$ cat src/rtl/coin_acceptor.sv
// coin_acceptor: synchronizes and debounces three raw coin sensors, queues accepted
// coins, and replays them as spaced single-cycle pulses for vending_machine.
module coin_acceptor #(
    parameter int DEBOUNCE_CYCLES = 4,
    parameter int GAP_CYCLES      = 1,
    parameter int FIFO_DEPTH      = 4
) (
    input  logic                          clk,
    input  logic                          rst_n,
    input  logic                          nickel_raw,
    input  logic                          dime_raw,
    input  logic                          quarter_raw,
    input  logic                          hold,
    output logic                          nickel,
    output logic                          dime,
    output logic                          quarter,
    output logic                          reject,
    output logic [1:0]                    reject_code,
    output logic [$clog2(FIFO_DEPTH):0]   pending
);

    localparam int CW = $clog2(DEBOUNCE_CYCLES);
    localparam int AW = $clog2(FIFO_DEPTH);
    localparam int GW = $clog2(GAP_CYCLES + 2);

    localparam logic [CW-1:0] CNT_MAX  = CW'(DEBOUNCE_CYCLES - 1);
    localparam logic [CW-1:0] CNT_ONE  = CW'(1);
    localparam logic [CW-1:0] CNT_ZERO = CW'(0);
    localparam logic [AW:0]   OCC_FULL = (AW+1)'(FIFO_DEPTH);
    localparam logic [AW:0]   OCC_ONE  = (AW+1)'(1);
    localparam logic [AW:0]   OCC_ZERO = (AW+1)'(0);
    localparam logic [AW-1:0] PTR_ONE  = AW'(1);
    localparam logic [AW-1:0] PTR_ZERO = AW'(0);
    localparam logic [GW-1:0] GAP_LOAD = GW'(GAP_CYCLES);
    localparam logic [GW-1:0] GAP_ONE  = GW'(1);
    localparam logic [GW-1:0] GAP_ZERO = GW'(0);

    // Channel bit order everywhere: [2] quarter, [1] dime, [0] nickel.
    logic [2:0]             w_raw;
    logic [2:0]             r_sync1;
    logic [2:0]             r_sync2;
    logic [2:0]             r_stable;
    logic [2:0]             r_evt;
    logic [2:0][CW-1:0]     r_cnt;
    logic [2:0][CW-1:0]     w_cnt_nxt;
    logic [2:0]             w_stable_nxt;
    logic [2:0]             w_set;

    logic [2:0]             w_serve;
    logic [1:0]             w_code;
    logic                   w_any;
    logic                   w_full;
    logic                   w_push;
    logic                   w_rej;
    logic                   w_pop;
    logic [1:0]             w_head;

    logic [1:0]             r_mem [FIFO_DEPTH];
    logic [AW-1:0]          r_wr_ptr;
    logic [AW-1:0]          r_rd_ptr;
    logic [AW:0]            r_count;
    logic [GW-1:0]          r_gap;

    logic                   r_nickel;
    logic                   r_dime;
    logic                   r_quarter;
    logic                   r_reject;
    logic [1:0]             r_reject_code;

    assign w_raw = {quarter_raw, dime_raw, nickel_raw};

    // Debounce decision per channel: only a rising stable transition raises an event.
    always_comb begin
        w_cnt_nxt    = r_cnt;
        w_stable_nxt = r_stable;
        w_set        = 3'b000;
        for (int i = 0; i < 3; i++) begin
            if (r_sync2[i] != r_stable[i]) begin
                if (r_cnt[i] == CNT_MAX) begin
                    w_cnt_nxt[i]    = CNT_ZERO;
                    w_stable_nxt[i] = r_sync2[i];
                    w_set[i]        = r_sync2[i];
                end else begin
                    w_cnt_nxt[i]    = r_cnt[i] + CNT_ONE;
                end
            end else begin
                w_cnt_nxt[i] = CNT_ZERO;
            end
        end
    end

    // Synchronizers, debounce state and event latches.
    always_ff @(posedge clk or negedge rst_n) begin
        if (!rst_n) begin
            r_sync1  <= 3'b000;
            r_sync2  <= 3'b000;
            r_stable <= 3'b000;
            r_cnt    <= {(3*CW){1'b0}};
            r_evt    <= 3'b000;
        end else begin
            r_sync1  <= w_raw;
            r_sync2  <= r_sync1;
            r_stable <= w_stable_nxt;
            r_cnt    <= w_cnt_nxt;
            r_evt    <= (r_evt & ~w_serve) | w_set;
        end
    end

    // Fixed-priority arbiter over the event latches.
    always_comb begin
        w_serve = 3'b000;
        w_code  = 2'b00;
        if (r_evt[2]) begin
            w_serve = 3'b100;
            w_code  = 2'b11;
        end else if (r_evt[1]) begin
            w_serve = 3'b010;
            w_code  = 2'b10;
        end else if (r_evt[0]) begin
            w_serve = 3'b001;
            w_code  = 2'b01;
        end else begin
            w_serve = 3'b000;
            w_code  = 2'b00;
        end
    end

    // Full check deliberately ignores this edge's pop: no bypass into a full queue.
    assign w_any  = |r_evt;
    assign w_full = (r_count == OCC_FULL);
    assign w_push = w_any && !w_full;
    assign w_rej  = w_any && w_full;
    assign w_pop  = (r_count != OCC_ZERO) && !hold && (r_gap == GAP_ZERO);
    assign w_head = r_mem[r_rd_ptr];

    // Coin queue storage, pointers and occupancy.
    always_ff @(posedge clk or negedge rst_n) begin
        if (!rst_n) begin
            for (int i = 0; i < FIFO_DEPTH; i++) begin
                r_mem[i] <= 2'b00;
            end
            r_wr_ptr <= PTR_ZERO;
            r_rd_ptr <= PTR_ZERO;
            r_count  <= OCC_ZERO;
        end else begin
            if (w_push) begin
                r_mem[r_wr_ptr] <= w_code;
                r_wr_ptr        <= r_wr_ptr + PTR_ONE;
            end
            if (w_pop) begin
                r_rd_ptr <= r_rd_ptr + PTR_ONE;
            end
            case ({w_push, w_pop})
                2'b10:   r_count <= r_count + OCC_ONE;
                2'b01:   r_count <= r_count - OCC_ONE;
                default: r_count <= r_count;
            endcase
        end
    end

    // Output pulses, inter-pulse gap counter and reject reporting.
    always_ff @(posedge clk or negedge rst_n) begin
        if (!rst_n) begin
            r_nickel      <= 1'b0;
            r_dime        <= 1'b0;
            r_quarter     <= 1'b0;
            r_gap         <= GAP_ZERO;
            r_reject      <= 1'b0;
            r_reject_code <= 2'b00;
        end else begin
            r_nickel  <= w_pop && (w_head == 2'b01);
            r_dime    <= w_pop && (w_head == 2'b10);
            r_quarter <= w_pop && (w_head == 2'b11);
            if (w_pop) begin
                r_gap <= GAP_LOAD;
            end else if (r_gap != GAP_ZERO) begin
                r_gap <= r_gap - GAP_ONE;
            end else begin
                r_gap <= GAP_ZERO;
            end
            r_reject      <= w_rej;
            r_reject_code <= w_rej ? w_code : 2'b00;
        end
    end

    assign nickel      = r_nickel;
    assign dime        = r_dime;
    assign quarter     = r_quarter;
    assign reject      = r_reject;
    assign reject_code = r_reject_code;
    assign pending     = r_count;

endmodule

$ cat config.mk
export PLATFORM = sky130hd
export DESIGN_NAME = coin_acceptor
export DESIGN_NICKNAME = d
export VERILOG_FILES = /design/src/rtl/coin_acceptor.sv
export SDC_FILE = /design/constraint.sdc
export NUM_CORES = 1
export LEC_CHECK = 0
export CORE_UTILIZATION = 51
export DETAILED_ROUTE_END_ITERATION = 16
export GPL_TIMING_DRIVEN = 1
export HOLD_SLACK_MARGIN = 0.08
export PLACE_DENSITY = 0.74
export SETUP_SLACK_MARGIN = 0.2
export SYNTH_ARGS = -nofsm -noshare
export SYNTH_HDL_FRONTEND = slang
export SYNTH_SLANG_ARGS = --single-unit
export TNS_END_PERCENT = 5
$ cat constraint.sdc
create_clock -name clk -period 2.15 [get_ports clk]
set_input_delay 0.215 -clock clk [delete_from_list [all_inputs] [get_ports clk]]
set_output_delay 0.215 -clock clk [all_outputs]
set_load 0.01 [all_outputs]
# Word level (Yosys, flattened, before mapping)
# Cells that the tools add are included.
# op_classes
add_sub_neg,8
magnitude_cmp,3
eq_ne,12
muxes,28
bitwise,5
reduce_logical,18
# op_table
cell,n
$mux W2,15
$eq A2 B2 Y1 const B,6
$add A2 B1 Y2 const B,5
$bwmux W8,1
$logic_and A1 B1 Y1,8
$mux W1,8
$ge A3 B3 Y1 const B,2
$not A2 Y3,2
$pmux W3 S2,1
$reduce_and A2 Y1,3
$bmux W2 S2,1
$demux W2 S2,1
$eq A2 B1 Y1 const B,2
$reduce_bool A2 Y1,2
$add A3 B1 Y3 const B,1
$and A3 B3 Y3,1
$eq A3 B3 Y1 const B,1
$lt A3 B1 Y1 const B,1
$mux W3,1
$ne A1 B1 Y1,3
$not A3 Y3,1
$or A3 B3 Y3,1
$reduce_bool A3 Y1,1
$reduce_or A3 Y1,1
other kinds (4),5
# word_totals
register_bits,41
inputBits,6
output_inout_bits,9
elab_cells,96

# Logic depth before layout (Yosys ltp)
# Gate-level depths: netlist (run 1).
# depth
ltp_word,6
depth_mapped,10

# Least setup slack after synthesis (run 1)
# Ideal clock, no wire load.
# synth_path
path_kind,flip-flop to flip-flop
startpoint,reg r_count[0] (netlist: pending[0])
endpoint,reg r_count[2] (netlist: pending[2])
arrival_time_ns,2.135
slack_ns,-0.064
path_stages_with_launch,11
synth_period_minus_slack_ns,2.214
path_cell_list,dfrtp_1 > or3b_1 > buf_6 > and2_4 > inv_2 > ha_1 > inv_1 > fa_1 > xor2_1 > nor2_1 > xor2_1
# synth_via
elab_chain_len,5
elab_cells_between_ends,12
# synth_rtl
element,line_no,rtl
start: declaration,61,logic [AW:0] r_count;
start signal: assignment,154,2'b10: r_count <= r_count + OCC_ONE;
start signal: assignment,155,2'b01: r_count <= r_count - OCC_ONE;
start signal: assignment,156,default: r_count <= r_count;
$eq A3 B3 Y1 or $reduce_bool A3 Y1 (tied branches),"130, 133",
$logic_not A1 Y1 or $logic_and A1 B1 Y1 (tied branches),"131, 133",
$logic_and A1 B1 Y1 (on tied branches),"131, 133",
$eq A2 B1 Y1 or $eq A2 B2 Y1 (tied branches),153,"case ({w_push, w_pop})"
$pmux W3 S2 or $reduce_bool A2 Y1 (tied branches),--,
# Parallel ways exist; a longest one is shown, timed or not.
# A chain may end at the register's enable or synchronous reset.

# Final worst setup path (run 1)
# Same ends and word-level chain as after synthesis.

==> impl_results.md, run 1 <==
* CTS sink count at 41
* Total GRT Usage at 17.8%
* Post-DR vias/cell at 4.97
* Max clock buf depth at 2
* TNS Setup at 0 ps
* WL met2 at 1460 um
* WS Path Type: flip-flop to flip-flop
* Placed Cells at 185
* Final Non-Filler Cells at 200
* Count leader, synth: dfrtp_1
* Max Cap Violations at 0
* Clk pwr share at 19.8%
* Fin. max-slew vios at 0
* Port-buffer cells at 14
* Post-synth EDFFs at 0
* DRT Pass-1 Iters at 4
* RSZ-0062 raised after global routing: true
* Skew final at 11.6 ps
* Setup Viol. Count Final at 0
* Worst Path Arrival at 2270 ps
* Yosys warns at 0
* Clock buffer count from CTS at 5
* Worst hold slack at 313 ps
* DR DRC count at 0
* Dominant cell type by area after synthesis: dfrtp_1
* Sequential share of power at 43.7%
* # IOs at 15
* Asr flop ratio synth at 100%
* Hpwl dp at 1910 um
* H-tree depth at 2
* Largest net degree at the start of global routing at 42
* Top cells by count, synth: 41 x dfrtp_1, 8 x ha_1, 8 x inv_1, 8 x mux2_4
* Cell row count at 21
* Static leakage at 1.05 nW
* Worst EP required at 2410 ps
* Max IR drop VDD at 0.622 mV
* Die Ht at 61.2 um
* Die Wd at 61.2 um
* CP endpoint kind: flip-flop
* Vias in the first global route at 1,005
* Nets at 168
* Switching Share at 31.0%
* CP Launch Type: flip-flop
* Metal3 WL at 71 um
* Top cells by area, synth: dfrtp_1 57%, mux2_4 6.7%, ha_1 5.6%
* Final Power at 0.00254 W
* Area grow syn2layout at 20.6%
* Via count at 993
* Synth Cell Area at 1790 um^2
* Diodes inserted at 0
* Top cell type's share of synthesized area at 57.4%
* Status: finished clean
* Top FF cell, synth: dfrtp_1
* Share of power burned in combinational logic at 36.5%
* Sw Pwr at 0.000788 W
* FMAX at 497 MHz
* DRT Wirelength at 2740 um
* Iteration-0 DRC Markers at 20
* Final hold vios at 0
* Clock root buffer: clkbuf_4
* Top layer in use: met4
* Fin crit period at 2010 ps
* Clock-pin slew on the worst setup and hold paths at 110 ps
* Wire length per cell at 13.7 um
* Mean Syn Cell Area at 14.6 um^2
* Initial antenna violation count at 0
* Mapped Cells at 122
* Global-route wire length before repair at 4660 um
* Metal-1 WL at 1160 um
* Share of cells above drive strength 1 at 30.5%
* Worst skew pair latency at 330 ps
* Initial Utilization at 53.5%
* Total gr overflow at 0
* Placer Congestion at 0.712
* CTS tree: built
* Int Power at 0.00176 W
* Routed Antenna Nets at 0
* Fin crit share at 93.6%
* Worst-margin pin slew at 872 ps
* Synth Register Bits at 41
* Max Fanout on Critical Path at 2
* PwrDens at 1180 nW/um^2
* Max_slew headroom at 41.9%
* Sequential cell area fraction in the yosys report at 57.4%
* Worst min path class: input pin to flip-flop
* Syn Nets at 137
* Die area at 3740 um^2
* Core area at 3340 um^2
* Number of distinct library cells after synthesis at 34
[sequential cells by signal, summed over array words and instances, names as in the netlist]
register / cells
r_mem: 8
r_stable: 3
r_wr_ptr: 2
r_gap: 2
r_cnt: 6
pending: 3
reject_code: 2
quarter: 1
r_rd_ptr: 2
r_sync1: 3
reject: 1
nickel: 1
r_evt: 3
dime: 1
r_sync2: 3
[layout make-up]
class                   instances  area, um^2
clock buffers                   7        55.1
well taps                      46        57.6
clock inverters                 1        30.0
repair buffers                 26         228
inverters                       9        36.3
flip-flops and latches         41        1030
fillers                       254        1180
multi-input cells              70         722
[metal layers]
metal | global-route usage (%) | vias up
li1 | - | 471
met1 | 22.0 | 501
met2 | 29.7 | 14
met3 | 4.41 | 7
met4 | 7.79 | 0
met5 | 0 | -
[critical path: stages (launching register included)]
cell and delay (ps):
dfrtp_1 390, or3b_4 410, and2_4 190, inv_4 60
ha_4 130, inv_1 50, fa_2 330, xor2_1 140
nor2_1 110, xor2_1 140
[cells by family after synthesis]
logic type	synth area share [%]
compound gates	2.59
xor+xnor	4.83
fa+ha+maj	6.72
buf+inv	3.15
flops	57.4
mux	10.4
simple gates	14.8
[layout by cell type (no fill, tap or decap), drive strengths merged, types with 4 or more instances in the layout]
cell type,netlist,routed
xor2,4,4
dfrtp,41,41
inv,9,9
clkbuf,0,7
clkdlybuf4s50,0,13
xnor2,5,5
ha,8,8
nand3,5,5
nand2,4,4
mux2,9,9
buf,2,12
nor3,4,4
o21ai,5,5
[per-stage QoR]
stage / cell area, um^2 / setup slack [ps] / util, %
detailed placement: 2010 / -0.764 / 60.2
finish: 2150 / 137 / 64.6
global route: 2150 / 17.8 / 64.6
global placement: 2010 / 56.9 / 60.2
CTS: 2150 / 145 / 64.3
floorplan: 1800 / 11.5 / -
[worst paths after layout]
check / start / end / slack [ps] / depth (start not counted)
min in group asynchronous: rst_n / reject_code[0] / 510 / 2
max in group asynchronous: rst_n / pending[2] / 1080 / 2
setup reg to reg: pending[0] / pending[2] / 140 / 9
hold reg to reg: r_sync1[2] / r_sync2[2] / 360 / 0
setup / recovery: pending[0] / pending[2] / 140 / 9
hold / removal: dime_raw / r_sync1[1] / 310 / 1
[timing repair]
action / 4_1_cts / 5_1_grt
resized for setup: 2 / 0
pin swaps: 4 / 0
buffers inserted: 5 / 1
hold endpoints to repair: 41 / 0
hold buffers: 1 / 0
endpoints found under the setup margin: 2 / 2
[power by group through the flow]
stage	combinational [W]	sequential, W	clock (W)
finish	0.000929	0.00111	0.000503
detailed placement	0.000865	0.00114	0
global route	0.00104	0.00113	0.000559
global placement	0.000821	0.00112	0
floorplan	0.000615	0.00112	0
CTS	0.000937	0.00111	0.000524
No activity file was read; power rests on OpenSTA's default activity.
==> inputs of run 2 (changes only) <==
--- a/config.mk
+++ b/config.mk
@@ -5,12 +5,15 @@
 export SDC_FILE = /design/constraint.sdc
 export NUM_CORES = 1
 export LEC_CHECK = 0
-export CORE_UTILIZATION = 51
+export ABC_AREA = 1
+export CORE_MARGIN = 5
+export CORE_UTILIZATION = 50
 export DETAILED_ROUTE_END_ITERATION = 16
 export GPL_TIMING_DRIVEN = 1
 export HOLD_SLACK_MARGIN = 0.08
-export PLACE_DENSITY = 0.74
+export PLACE_DENSITY = 0.73
 export SETUP_SLACK_MARGIN = 0.2
+export SLEW_MARGIN = 25
 export SYNTH_ARGS = -nofsm -noshare
 export SYNTH_HDL_FRONTEND = slang
 export SYNTH_SLANG_ARGS = --single-unit
==> run 2 against run 1 <==
Register-to-register slack better by 140 ps. Setup slack better by 140 ps. Power down 6.6%. Combinational power fell by 11%. Cell area fell by 5.4%. Clock skew is 1.5 ps lower. Sequential share of layout area up 2.9 points. Worst hold slack worse by 26 ps. Critical endpoint is now pending[1].
==> impl_results.md, run 2 <==
* DRT Wirelength at 2720 um
* Static leakage at 0.982 nW
* Share of cells above drive strength 1 at 17.2%
* Max IR drop VDD at 0.723 mV
* Post-DR vias/cell at 4.68
* Worst skew pair latency at 350 ps
* Sw Pwr at 0.000854 W
* Area grow syn2layout at 17.4%
* Syn Nets at 182
* Max reg flops at 8
* # IOs at 15
* Worst-margin pin slew at 849 ps
* Placer Congestion at 0.807
* DR DRC count at 0
* Nets at 206
* TNS Setup at 0 ps
* Top cells by area, synth: dfrtp_1 59%, nand2_1 7.8%, ha_1 5.8%
* Top layer in use: met4
* Worst hold stages at 1
* CTS tree: built
* Wire length per cell at 11.4 um
* Hpwl dp at 2050 um
* Skew final at 10.1 ps
* Max clock buf depth at 2
* Initial Utilization at 52.0%
* Fin crit share at 87.0%
* Yosys warns at 0
* Worst Path Arrival at 2130 ps
* CTS sink count at 41
* DRT Pass-1 Iters at 4
* Worst min path class: input pin to flip-flop
* Most frequent cells in the layout: 38 x dfrtp_1, 36 x nand2_1, 22 x inv_1
* Multi-input gate area at 619 um^2
* Die area at 4750 um^2
* Core area at 3340 um^2
* Global-route wire length before repair at 4780 um
* Top cells by count, synth: 41 x dfrtp_1, 36 x nand2_1, 22 x inv_1
* Switching Share at 35.9%
* Max Fanout on Critical Path at 5
* Diodes inserted at 0
* Initial antenna violation count at 0
* Die Wd at 68.9 um
* Largest net degree at the start of global routing at 42
* Total gr overflow at 0
* CP endpoint kind: flip-flop
* Cell row count at 21
* Sequential cell area fraction in the yosys report at 59.1%
* Iteration-0 DRC Markers at 29
* Mapped Cells at 167
* Vias in the first global route at 1,137
* Port-buffer cells at 14
* Final hold vios at 0
* Number of distinct library cells after synthesis at 22
* Post-synth EDFFs at 0
* Clock buffer count from CTS at 5
* Sequential share of power at 47.5%
* Fin. max-slew vios at 0
* Asr flop ratio synth at 100%
* Setup Viol. Count Final at 0
* PwrDens at 1170 nW/um^2
* # fillers at 283
* FMAX at 535 MHz
* Most common cell after layout, fill and taps aside: dfrtp_1
* WS Path Type: flip-flop to flip-flop
* Status: finished clean
* Cell depth of the worst flop-to-flop path at 8
* Register area at 1030 um^2
* Biggest regs: r_mem: 8 flops, r_cnt: 6 flops
* Count leader, synth: dfrtp_1
* Synth Cell Area at 1740 um^2
* Max Cap Violations at 0
* Clk pwr share at 17.6%
* Max_slew headroom at 43.4%
* Metal3 WL at 97 um
* Synth Register Bits at 41
* Dominant cell type by area after synthesis: dfrtp_1
* Worst slack, placed at 169 ps
* Mean Syn Cell Area at 10.4 um^2
* Top FF cell, synth: dfrtp_1
* Clock-pin slew on the worst setup and hold paths at 110 ps
* Metal-1 WL at 1150 um
* Top cell type's share of synthesized area at 59.1%
* WL met2 at 1420 um
* CP Launch Type: flip-flop
* Total GRT Usage at 14.1%
* Via count at 1,114
* Setup ws final at 280 ps
* Clock root buffer: clkbuf_4
* Worst EP required at 2410 ps
* Largest register by flop count: r_mem
* RSZ-0062 raised after global routing: false
* H-tree depth at 2
* Routed Antenna Nets at 0
* Die Ht at 68.9 um
* Int Power at 0.00152 W
* Share of power burned in combinational logic at 34.9%
* Fin crit period at 1870 ps
==> run 2: cell types whose count changed after synthesis, moves of 4 or more <==
cell	delta
o21ai_0	+11
nand3_4	-4
nand2_1	+32
nand3_2	+5
nor2_1	+10
mux2_4	-8
inv_1	+14
==> run 2: power by group through the flow <==
stage / Clock, W / Sequential, W / Combinational, W
after floorplan: 0 / 0.00110 / 0.000589
after global placement: 0 / 0.00111 / 0.000757
after detailed placement: 0 / 0.00113 / 0.000799
after CTS: 0.000439 / 0.00112 / 0.000807
after global routing: 0.000462 / 0.00115 / 0.000969
final: 0.000419 / 0.00113 / 0.000828
==> run 2: layer usage <==
metal  up-vias  track usage (%)
li1        562                -
met4         0             6.08
met2        13             24.9
met3         6             5.35
met1       533             14.9
met5         -                0
==> run 2: cell type report <==
type	instances	share of cell area, %
well taps	46	2.82
clock buffers	7	3.19
repair buffers	18	8.23
inverters	25	4.60
clock inverters	1	0.246
flip-flops and latches	41	50.5
multi-input cells	100	30.4
==> run 2: per-stage QoR <==
stage | std cells | hold WS, ps | instance area [um^2] | total power (W) | util (%)
2_1_floorplan | 167 | -80.6 | 1740 | 0.00169 | -
3_5_place_dp | 226 | 337 | 1920 | 0.00193 | 57.6
5_1_grt | 238 | 263 | 2040 | 0.00258 | 61.1
3_3_place_gp | 226 | 331 | 1920 | 0.00187 | 57.6
4_1_cts | 236 | 267 | 2010 | 0.00236 | 60.2
6_report | 238 | 287 | 2040 | 0.00238 | 61.1
==> run 2: final timing paths <==
check	start	end	slack, ps
worst max-delay path	pending[0]	pending[1]	280
worst min-delay path	nickel_raw	r_sync1[0]	290
worst max register to register	pending[0]	pending[1]	280
worst min register to register	r_sync1[0]	r_sync2[0]	360
max in group asynchronous	rst_n	pending[2]	1070
min in group asynchronous	rst_n	r_stable[0]	500
==> run 2: critical path, stage by stage (launching register included) <==
cell     delay [ps]
dfrtp_2         450
nor2_4          140
nand2_1          80
nand3_2         120
inv_2            70
ha_1            190
inv_1           100
fa_2            430
o21ai_0         200
==> run 2: repair_timing <==
action                                 4_1_cts  5_1_grt
setup endpoints to repair                    1        2
endpoints found under the hold margin       41        0
hold buffers                                 1        0
buffers inserted                             1        2
gates resized for setup                      0        6
pin swaps                                    1        1
==> run 2: kinds of logic after synthesis <==
group,Yosys count,synth area share [%]
AND/OR/NAND/NOR,66,18.7
flip-flops,41,59.1
buffers and inverters,26,5.84
AO/OA/AOI/OAI,18,5.48
adder cells (fa/ha/maj),9,6.92
XOR/XNOR,7,3.96
==> inputs of run 3 (changes only) <==
--- a/config.mk
+++ b/config.mk
@@ -9,6 +9,7 @@
 export CORE_MARGIN = 5
 export CORE_UTILIZATION = 50
 export DETAILED_ROUTE_END_ITERATION = 16
+export GPL_ROUTABILITY_DRIVEN = 0
 export GPL_TIMING_DRIVEN = 1
 export HOLD_SLACK_MARGIN = 0.08
 export PLACE_DENSITY = 0.73
==> results of run 3 <==
Final layout, timing and power as in run 2 (identical DEF).
